`config.mk`:
```
export PLATFORM = sky130hd
export DESIGN_NAME = combo_lock_fsm
export DESIGN_NICKNAME = d
export VERILOG_FILES = /design/src/rtl/combo_lock_fsm.sv
export SDC_FILE = /design/constraint.sdc
export NUM_CORES = 1
export LEC_CHECK = 0
export ABC_AREA = 0
export BUFFER_PORTS_ARGS = -buffer_cell sky130_fd_sc_hd__clkbuf_2
export CELL_PAD_IN_SITES_DETAIL_PLACEMENT = 0
export CELL_PAD_IN_SITES_GLOBAL_PLACEMENT = 1
export CORE_ASPECT_RATIO = 1.75
export CORE_MARGIN = 2
export CORE_UTILIZATION = 45
export CTS_CLUSTER_SIZE = 25
export DETAILED_ROUTE_END_ITERATION = 10
export GPL_TIMING_DRIVEN = 0
export PLACE_DENSITY = 0.88
export SYNTH_ARGS = -nofsm -noshare
export SYNTH_HDL_FRONTEND = slang
export SYNTH_SLANG_ARGS = --single-unit
```
`constraint.sdc`:
```
create_clock -name clk -period 3.35 [get_ports clk]
set_clock_uncertainty 0.15 [all_clocks]
set_input_delay 0.67 -clock clk [delete_from_list [all_inputs] [get_ports clk]]
set_output_delay 0.67 -clock clk [all_outputs]
set_load 0.01 [all_outputs]
```
`src/rtl/combo_lock_fsm.sv`:
```
// -----------------------------------------------------------------------------
// combo_lock_fsm
//
// Digit-sequence combination lock. One decimal digit is accepted per `enter`
// strobe and a DIGITS-long sequence is compared against a packed-BCD code
// (first digit in the most significant nibble). A correct sequence opens the
// lock, a wrong one closes it, and MAX_FAILS consecutive wrong sequences
// force a lockout of LOCKOUT_CYCLES clock cycles during which all strobes are
// ignored.
//
// Optional feature macro: COMBO_LOCK_PROG_EN
//   When defined, a `prog` input and a PROG state exist: from OPEN the user
//   can type a new code, which is committed only after all DIGITS digits are
//   written. When undefined the code is the constant CODE.
//
// Ports
//   clk        in   rising-edge clock
//   rst        in   asynchronous, active-high reset
//   digit_in   in   switch value, 10 bits; only 0..9 are valid digits
//   enter      in   accept digit_in on this edge (level, one entry per cycle)
//   clear      in   abandon entry / leave OPEN or CLOSED; wins over enter
//   prog       in   (COMBO_LOCK_PROG_EN only) start programming from OPEN
//   is_open    out  registered, high in OPEN (and PROG)
//   is_closed  out  registered, high in CLOSED
//   lockout    out  registered, high in LOCKOUT
//   bad_digit  out  combinational, digit_in > 9
//   digit_idx  out  registered, digits accepted in the current sequence
//   fail_cnt   out  registered, consecutive failed sequences
// -----------------------------------------------------------------------------
module combo_lock_fsm #(
    parameter int                  DIGITS         = 6,
    parameter logic [4*DIGITS-1:0] CODE           = 24'h722297,
    parameter int                  MAX_FAILS      = 3,
    parameter int                  LOCKOUT_CYCLES = 16
) (
    input  logic                               clk,
    input  logic                               rst,
    input  logic [9:0]                         digit_in,
    input  logic                               enter,
    input  logic                               clear,
`ifdef COMBO_LOCK_PROG_EN
    input  logic                               prog,
`endif
    output logic                               is_open,
    output logic                               is_closed,
    output logic                               lockout,
    output logic                               bad_digit,
    output logic [$clog2(DIGITS+1)-1:0]        digit_idx,
    output logic [$clog2(MAX_FAILS+1)-1:0]     fail_cnt
);

    localparam int CW = 4 * DIGITS;
    localparam int IW = $clog2(DIGITS + 1);
    localparam int FW = $clog2(MAX_FAILS + 1);
    localparam int TW = $clog2(LOCKOUT_CYCLES + 1);

    localparam logic [IW-1:0] LAST_IDX  = IW'(DIGITS - 1);
    localparam logic [IW-1:0] IDX_ONE   = IW'(1);
    localparam logic [IW-1:0] IDX_ZERO  = IW'(0);
    localparam logic [FW-1:0] FAIL_MAX  = FW'(MAX_FAILS);
    localparam logic [FW-1:0] FAIL_ZERO = FW'(0);
    localparam logic [FW:0]   FAIL_INC1 = (FW + 1)'(1);
    localparam logic [TW-1:0] LOCK_LOAD = TW'(LOCKOUT_CYCLES);
    localparam logic [TW-1:0] TIMER_ONE = TW'(1);
    localparam logic [TW-1:0] TIMER_ZERO = TW'(0);
    localparam logic [9:0]    MAX_DIGIT = 10'd9;

    typedef enum logic [2:0] {
        S_ENTRY   = 3'd0,
        S_OPEN    = 3'd1,
        S_CLOSED  = 3'd2,
        S_LOCKOUT = 3'd3
`ifdef COMBO_LOCK_PROG_EN
        ,
        S_PROG    = 3'd4
`endif
    } state_t;

    // Nibble `idx` of a code, counted from the first (most significant) digit.
    function automatic logic [3:0] get_nibble(input logic [CW-1:0] code,
                                              input logic [IW-1:0] idx);
        logic [CW-1:0] shifted;
        shifted = code >> (4 * (DIGITS - 1 - int'(idx)));
        return shifted[3:0];
    endfunction

`ifdef COMBO_LOCK_PROG_EN
    // Replace nibble `idx` of a code, same digit ordering as get_nibble.
    function automatic logic [CW-1:0] set_nibble(input logic [CW-1:0] code,
                                                 input logic [IW-1:0] idx,
                                                 input logic [3:0]    val);
        logic [CW-1:0] mask;
        logic [CW-1:0] ins;
        int            sh;
        sh   = 4 * (DIGITS - 1 - int'(idx));
        mask = CW'(4'hF) << sh;
        ins  = CW'(val) << sh;
        return (code & ~mask) | ins;
    endfunction
`endif

    state_t        state_r, state_s;
    logic [IW-1:0] idx_r, idx_s;
    logic          match_r, match_s;
    logic [FW-1:0] fail_r, fail_s;
    logic [TW-1:0] timer_r, timer_s;
    logic          is_open_r, is_closed_r, lockout_r;
    logic          is_open_s, is_closed_s, lockout_s;
    logic [CW-1:0] code_cur_s;
    logic          digit_ok_s;
    logic          digit_hit_s;
    logic          last_s;
    logic [FW:0]   fail_inc_s;

`ifdef COMBO_LOCK_PROG_EN
    logic [CW-1:0] code_r, code_s;
    logic [CW-1:0] shadow_r, shadow_s;
    logic [IW-1:0] pidx_r, pidx_s;
    assign code_cur_s = code_r;
`else
    assign code_cur_s = CODE;
`endif

    assign bad_digit   = (digit_in > MAX_DIGIT);
    assign digit_ok_s  = (digit_in <= MAX_DIGIT);
    // An out-of-range switch value can never equal a stored digit.
    assign digit_hit_s = digit_ok_s &&
                         (digit_in == {6'b000000, get_nibble(code_cur_s, idx_r)});
    assign last_s      = (idx_r == LAST_IDX);
    assign fail_inc_s  = {1'b0, fail_r} + FAIL_INC1;

    assign is_open   = is_open_r;
    assign is_closed = is_closed_r;
    assign lockout   = lockout_r;
    assign digit_idx = idx_r;
    assign fail_cnt  = fail_r;

    // Next-state and next-counter logic.
    always_comb begin
        state_s  = state_r;
        idx_s    = idx_r;
        match_s  = match_r;
        fail_s   = fail_r;
        timer_s  = timer_r;
`ifdef COMBO_LOCK_PROG_EN
        code_s   = code_r;
        shadow_s = shadow_r;
        pidx_s   = pidx_r;
`endif
        case (state_r)
            S_ENTRY: begin
                if (clear) begin
                    idx_s   = IDX_ZERO;
                    match_s = 1'b1;
                end else if (enter) begin
                    if (last_s) begin
                        idx_s   = IDX_ZERO;
                        match_s = 1'b1;
                        if (match_r && digit_hit_s) begin
                            state_s = S_OPEN;
                            fail_s  = FAIL_ZERO;
                        end else if (fail_inc_s == {1'b0, FAIL_MAX}) begin
                            state_s = S_LOCKOUT;
                            timer_s = LOCK_LOAD;
                            fail_s  = FAIL_MAX;
                        end else begin
                            state_s = S_CLOSED;
                            fail_s  = fail_inc_s[FW-1:0];
                        end
                    end else begin
                        idx_s   = idx_r + IDX_ONE;
                        match_s = match_r & digit_hit_s;
                    end
                end else begin
                    idx_s = idx_r;
                end
            end
            S_OPEN: begin
                if (clear) begin
                    state_s = S_ENTRY;
`ifdef COMBO_LOCK_PROG_EN
                end else if (enter && prog) begin
                    if (digit_ok_s) begin
                        if (DIGITS == 1) begin
                            code_s  = set_nibble(code_r, IDX_ZERO, digit_in[3:0]);
                            state_s = S_OPEN;
                        end else begin
                            shadow_s = set_nibble(code_r, IDX_ZERO, digit_in[3:0]);
                            pidx_s   = IDX_ONE;
                            state_s  = S_PROG;
                        end
                    end else begin
                        shadow_s = code_r;
                        pidx_s   = IDX_ZERO;
                        state_s  = S_PROG;
                    end
`endif
                end else begin
                    state_s = S_OPEN;
                end
            end
            S_CLOSED: begin
                if (clear) begin
                    state_s = S_ENTRY;
                end else begin
                    state_s = S_CLOSED;
                end
            end
            S_LOCKOUT: begin
                if (timer_r <= TIMER_ONE) begin
                    state_s = S_ENTRY;
                    timer_s = TIMER_ZERO;
                    fail_s  = FAIL_ZERO;
                end else begin
                    timer_s = timer_r - TIMER_ONE;
                end
            end
`ifdef COMBO_LOCK_PROG_EN
            S_PROG: begin
                // The new code lives in the shadow until the last digit, so an
                // abort leaves the old code untouched.
                if (clear) begin
                    state_s = S_OPEN;
                    pidx_s  = IDX_ZERO;
                end else if (enter && digit_ok_s) begin
                    if (pidx_r == LAST_IDX) begin
                        code_s  = set_nibble(shadow_r, pidx_r, digit_in[3:0]);
                        pidx_s  = IDX_ZERO;
                        state_s = S_OPEN;
                    end else begin
                        shadow_s = set_nibble(shadow_r, pidx_r, digit_in[3:0]);
                        pidx_s   = pidx_r + IDX_ONE;
                    end
                end else begin
                    pidx_s = pidx_r;
                end
            end
`endif
            default: begin
                state_s = S_ENTRY;
                idx_s   = IDX_ZERO;
                match_s = 1'b1;
                timer_s = TIMER_ZERO;
            end
        endcase
    end

    // Status outputs decoded from the next state so they settle with it.
    always_comb begin
        is_open_s   = (state_s == S_OPEN);
`ifdef COMBO_LOCK_PROG_EN
        is_open_s   = is_open_s | (state_s == S_PROG);
`endif
        is_closed_s = (state_s == S_CLOSED);
        lockout_s   = (state_s == S_LOCKOUT);
    end

    // State, counters, code storage and registered outputs.
    always_ff @(posedge clk or posedge rst) begin
        if (rst) begin
            state_r     <= S_ENTRY;
            idx_r       <= IDX_ZERO;
            match_r     <= 1'b1;
            fail_r      <= FAIL_ZERO;
            timer_r     <= TIMER_ZERO;
            is_open_r   <= 1'b0;
            is_closed_r <= 1'b0;
            lockout_r   <= 1'b0;
`ifdef COMBO_LOCK_PROG_EN
            code_r      <= CODE;
            shadow_r    <= CODE;
            pidx_r      <= IDX_ZERO;
`endif
        end else begin
            state_r     <= state_s;
            idx_r       <= idx_s;
            match_r     <= match_s;
            fail_r      <= fail_s;
            timer_r     <= timer_s;
            is_open_r   <= is_open_s;
            is_closed_r <= is_closed_s;
            lockout_r   <= lockout_s;
`ifdef COMBO_LOCK_PROG_EN
            code_r      <= code_s;
            shadow_r    <= shadow_s;
            pidx_r      <= pidx_s;
`endif
        end
    end

endmodule
```
Word-level counts from Yosys, hierarchy flattened
Cells that the tools add are included.
{"block": "totals", "register_bits": 17, "latch_bits": 0, "mem_bits_rw": 0, "romBits": 0, "in_bits": 14, "mem_count": 0}
{"block": "op_classes", "add_sub_neg": 4, "mul": 0, "div_mod_pow": 0, "magnitude_cmp": 3, "n_eq_ne": 16, "shifts": 1, "n_mux": 31, "bitwise_logic": 3, "n_reduce_logical": 9}
{"operator": "$shr 23x32->4 const A", "n": 1}
{"operator": "$mux 5", "n": 6}
{"operator": "$mux 3", "n": 7}
{"operator": "$mux 2", "n": 8}
{"operator": "$eq 3x2->1 const B", "n": 5}
{"operator": "$pmux 5 s3", "n": 1}
{"operator": "$ne 2x2->1 const B", "n": 6}
{"operator": "$pmux 3 s4", "n": 1}
{"operator": "$eq 10x4->1", "n": 1}
{"operator": "$gt 10x4->1 const B", "n": 1}
{"operator": "$le 10x4->1 const B", "n": 1}
{"operator": "$eq 3x1->1 const B", "n": 2}
{"operator": "$pmux 3 s2", "n": 1}
{"operator": "$reduce_and 6->1", "n": 1}
{"operator": "$le 5x1->1 const B", "n": 1}
{"operator": "$mux 1", "n": 5}
{"operator": "$reduce_and 5->1", "n": 1}
{"operator": "$sub 5x1->5 const B", "n": 1}
{"operator": "$pmux 2 s2", "n": 1}
{"operator": "$sub 3x3->4 const A", "n": 1}
{"operator": "$add 2x1->3 const B", "n": 1}
{"operator": "$add 3x1->3 const B", "n": 1}
{"operator": "$eq 3x3->1 const B", "n": 1}
{"operator": "$logic_not 3->1", "n": 1}
{"operator": "9 further kinds", "n": 11}

Longest topological paths before layout
{"block": "logic_depth", "depth_word": 11, "mapped_depth": 8}

Worst setup path after synthesis
No wires, ideal clock.
{"block": "synth_timing", "path_type": "register -> register", "from": "reg idx_r[1] (netlist: digit_idx[1])", "to": "reg is_open_r (netlist: is_open)", "setup_time_ns": 0.121, "t_arrival_ns": 2.074, "slack_ns": 1.005, "path_stages_with_launch": 9, "cell_sequence": "dfrtp_1 > inv_1 > ha_1 > a211o_1 > o31ai_1 > nor3_1 > and3_4 > buf_8 > a22o_2"}
{"block": "synth_between", "elab_chain_len": 11}
{"item": "start, declared", "line": "103", "source": "logic [IW-1:0] idx_r, idx_s;"}
{"item": "start signal, assigned", "line": "276", "source": "idx_r <= idx_s;"}
{"item": "$sub 3x3->4", "line": "83", "source": "shifted = code >> (4 * (DIGITS - 1 - int'(idx)));"}
{"item": "$shr 23x32->4", "line": "83"}
{"item": "$eq 10x4->1", "line": "128", "source": "(digit_in == {6'b000000, get_nibble(code_cur_s, idx_r)});"}
{"item": "$logic_and 1x1->1", "line": "127", "source": "assign digit_hit_s = digit_ok_s &&"}
{"item": "$logic_and 1x1->1", "line": "159", "source": "if (match_r && digit_hit_s) begin"}
{"item": "$mux 2", "line": "159"}
{"item": "$mux 3 (*)", "line": "156", "source": "if (last_s) begin"}
{"item": "$mux 3 (*)", "line": "155", "source": "end else if (enter) begin"}
{"item": "$mux 3 (*)", "line": "152", "source": "if (clear) begin"}
{"item": "$pmux 3 s4 (*)", "line": "150", "source": "case (state_r)"}
{"item": "$eq 3x1->1 (*)", "line": "250", "source": "is_open_s = (state_s == S_OPEN);"}
{"item": "named net is_open_s", "line": "108", "source": "logic is_open_s, is_closed_s, lockout_s;"}
{"item": "end signal, assigned", "line": "280", "source": "is_open_r <= is_open_s;"}
{"item": "end, declared", "line": "107", "source": "logic is_open_r, is_closed_r, lockout_r;"}
Mark *: on every way through the listed nets, which the timed path passes. The rest lies on a longest branch.
A chain may end at the register's enable or synchronous reset.

Worst setup path in the final report
Same ends and word-level chain as after synthesis.

==> impl_metrics.py <==
metrics = {
    "yosys": {
        "synth.cell_area_sq_um": 1244,
        "synth_top_area_share_pct": 32.19,
        "synth.distinct_cells": 59,
        "ys_ff_latch": 17,
        "async_reset_ff_share_pct": 100.0,
        "ys_warn_count": 0,
        "synth_common_cells": "dfrtp_1, inv_1, nor2_1",
        "synthCells": 126,
        "syn_nets": 146,
        "avgSynthCellArea_sq_um": 9.871,
        "yosysSeqAreaShare_pct": 34.31,
        "post-synth-top-count-cell": "dfrtp_1",
        "yosys.area.top_type": "dfrtp_1",
        "synth-main-ff-cell": "dfrtp_1",
        "synth_edf_count": 0,
        "synthTopCellsByArea": "dfrtp_1, ha_1, inv_1, nor2_1, nor3_1",
    },
    "die": {
        "dieArea_sq_um": 3217,
        "initial_core_util_pct": 46.78,
        "die_h_um": 73.55,
        "rows": 25,
        "core_sq_um": 2659,
        "die_w_um": 43.74,
        "pin_count": 23,
    },
    "detailed_routing": {
        "ant_nets": 0,
        "routedWlPerCell_um": 15.13,
        "vias": 1071,
        "drt-total-wl_mm": 2.709,
        "drc": 0,
        "vias_per_cell": 5.983,
        "drtIter0Drc": 17,
        "drtPass1Iterations": 4,
    },
    "clock_network": {
        "cts_tree": "built",
        "cts.clk_slew.worst_paths_ps": 70,
        "cts_buffers": 3,
        "clock_sinks": 17,
        "post_cts_resized": 0,
        "cts_setup_buffers": 0,
        "clk_path_buf_depth": 2,
        "clockRootBuffer": "clkbuf_8",
        "h-tree-depth": 1,
        "hold_buffers": 0,
        "clk_latency_ps": 260,
    },
    "layout": {
        "stdcell_count": 179,
        "antenna_cells": 0,
        "stdcell_area_sq_um": 1434,
        "nets": 173,
        "layout-drive-gt1-share_pct": 29.61,
        "utilization_pct": 53.93,
        "area_delta_synth_final_pct": 15.29,
    },
    "power_and_ir_drop": {
        "p_per_area_nw_per_um2": 298.1,
        "max-vdd-ir-drop_mv": 0.2069,
        "p_leak_nw": 0.6513,
    },
    "critical_path": {
        "crit_slowest_cell": "dfrtp_1",
        "cp.required_ps": 3350,
        "cp_slowest_stage_delay_ps": 540,
        "arrival_ps": 2470,
        "worstSetupStartpointType": "register",
        "cp-end-kind": "register",
        "rrSetupSlack_ps": 880,
        "rr_startpoint": "digit_idx[1]",
        "r2r-end": "is_open",
        "cp_cell_sequence": "inv_1 -> ha_1 -> a211o_1 -> o31ai_1 -> nor3_1 -> and3_4 -> buf_8 -> a22o_2",
        "criticalPathCategory": "register to register",
        "worst-r2r-cell-count": 8,
        "cp_max_fo": 10,
    },
    "placed_design": {
        "gp_congestion": 0.7744,
        "dp_hpwl_mm": 2.090,
        "dpl-instance-area_sq_um": 1388,
        "post-place-ws_ps": 880.4,
        "portBuffers": 22,
        "place.detailed.instances": 175,
    },
    "global_routing": {
        "grt_max_degree": 18,
        "grt_pass1_vias": 1158,
        "grt_pass1_wl_mm": 4.892,
        "grt-ovfl-total": 0,
        "antenna_found_initial": 0,
        "track_usage_pct": 20.03,
    },
    "status": {
        "status": "complete, no violations",
    },
    "flow_run": {
        "max_cap_violations": 0,
    },
    "sta": {
        "fin_setup_tns_ps": 0,
        "relSlewSlack_pct": 55.43,
        "hold_violations": 0,
        "layout_min_cycle_time_ps": 2474,
        "finalWorstSetupSlack_ps": 876.3,
        "rsz0062_at_grt": "false",
        "max_freq_mhz": 404.3,
        "report.final.slew_viol_count": 0,
        "period_share_pct": 73.84,
        "worst_pin_slew_ps": 667.8,
        "setup_viol": 0,
    },
    "hold_path": {
        "hold_path_class": "input pin to async pin",
    },
}
[sequential cells by signal, indices dropped and copies added, names as in the netlist]
signal     count
is_open        1
match_r        1
is_closed      1
lockout        1
state_r        3
timer_r        5
digit_idx      3
fail_cnt       2
[through the flow]
| stage | power, mW | hold WS, ps |
|---|---|---|
| global route | 0.4458 | 370.2 |
| finish | 0.4275 | 333.6 |
| floorplan | 0.2550 | 316.5 |
| CTS | 0.4309 | 362.1 |
| detailed placement | 0.2745 | 350.8 |
| global placement | 0.2725 | 347.4 |
[area by class of cell]
type	instances	area, sq um
fill	252	1225
multi-input combinational	95	734.5
sequential	17	426.7
timing repair buffer	22	110.1
buffer	5	48.80
clock buffer	3	41.29
inverter	9	33.78
tap	27	33.78
clock inverter	1	5.005
[placed cells by master (no fill, tap or decap), types with 2 or more instances in the layout]
| master | count |
|---|---|
| a21o_1 | 3 |
| a21oi_1 | 3 |
| a31o_1 | 2 |
| a31o_2 | 2 |
| buf_6 | 2 |
| clkbuf_2 | 22 |
| clkbuf_8 | 3 |
| dfrtp_1 | 16 |
| ha_1 | 6 |
| inv_1 | 9 |
| nand2_1 | 7 |
| nand2b_1 | 2 |
| nand3_1 | 3 |
| nor2_1 | 9 |
| nor2b_1 | 2 |
| nor3_1 | 6 |
| nor4b_1 | 2 |
| o21a_1 | 2 |
| o21ai_0 | 6 |
| o22ai_1 | 2 |
| o2bb2ai_1 | 2 |
[worst max-delay path, delay by kind of cell (launching register included)]
kind,cells,cell delay (ps)
AO/OA/AOI/OAI,3,770
adder cells (fa/ha/maj),1,400
buffers and inverters,2,220
flip-flops,1,540
AND/OR/NAND/NOR,2,280
[worst max path at each step]
stage	startpoint	endpoint	slack [ps]
global placement	digit_idx[1]	is_open	910
CTS	digit_idx[1]	is_open	870
detailed placement	digit_idx[1]	is_open	880
finish	digit_idx[1]	is_open	880
floorplan	digit_idx[1]	is_open	1010
global route	digit_idx[1]	fail_cnt[1]	710
[cell families (layout without fill, tap and decap cells)]
| family | Yosys count | after routing | synth area share [%] |
|---|---|---|---|
| compound gates | 41 | 41 | 28.17 |
| fa+ha+maj | 6 | 6 | 6.036 |
| mux | 1 | 1 | 0.8049 |
| xor+xnor | 2 | 2 | 1.409 |
| other cells | 1 | 1 | 0.3015 |
| simple gates | 44 | 44 | 22.34 |
| flops | 17 | 17 | 34.31 |
| buf+inv | 14 | 40 | 6.639 |
[routing by layer]
layer  global-route usage (%)  wire (um)  vias up  share of wire [%]
li1                         -          -      527                  -
met1                    21.98       1021      508                 38
met2                    36.44       1520       27                 56
met3                    1.474         75        9                2.8
met4                    11.11         91        0                3.4
met5                        0          0        -                  0
[power breakdown]
group | switching (mW) | leakage, nW | internal [mW]
logic | 0.0304 | 0.396 | 0.0255
registers | 0.00472 | 0.230 | 0.209
clock network | 0.0747 | 0.0255 | 0.0827
Power figures use the tool's default switching activity.
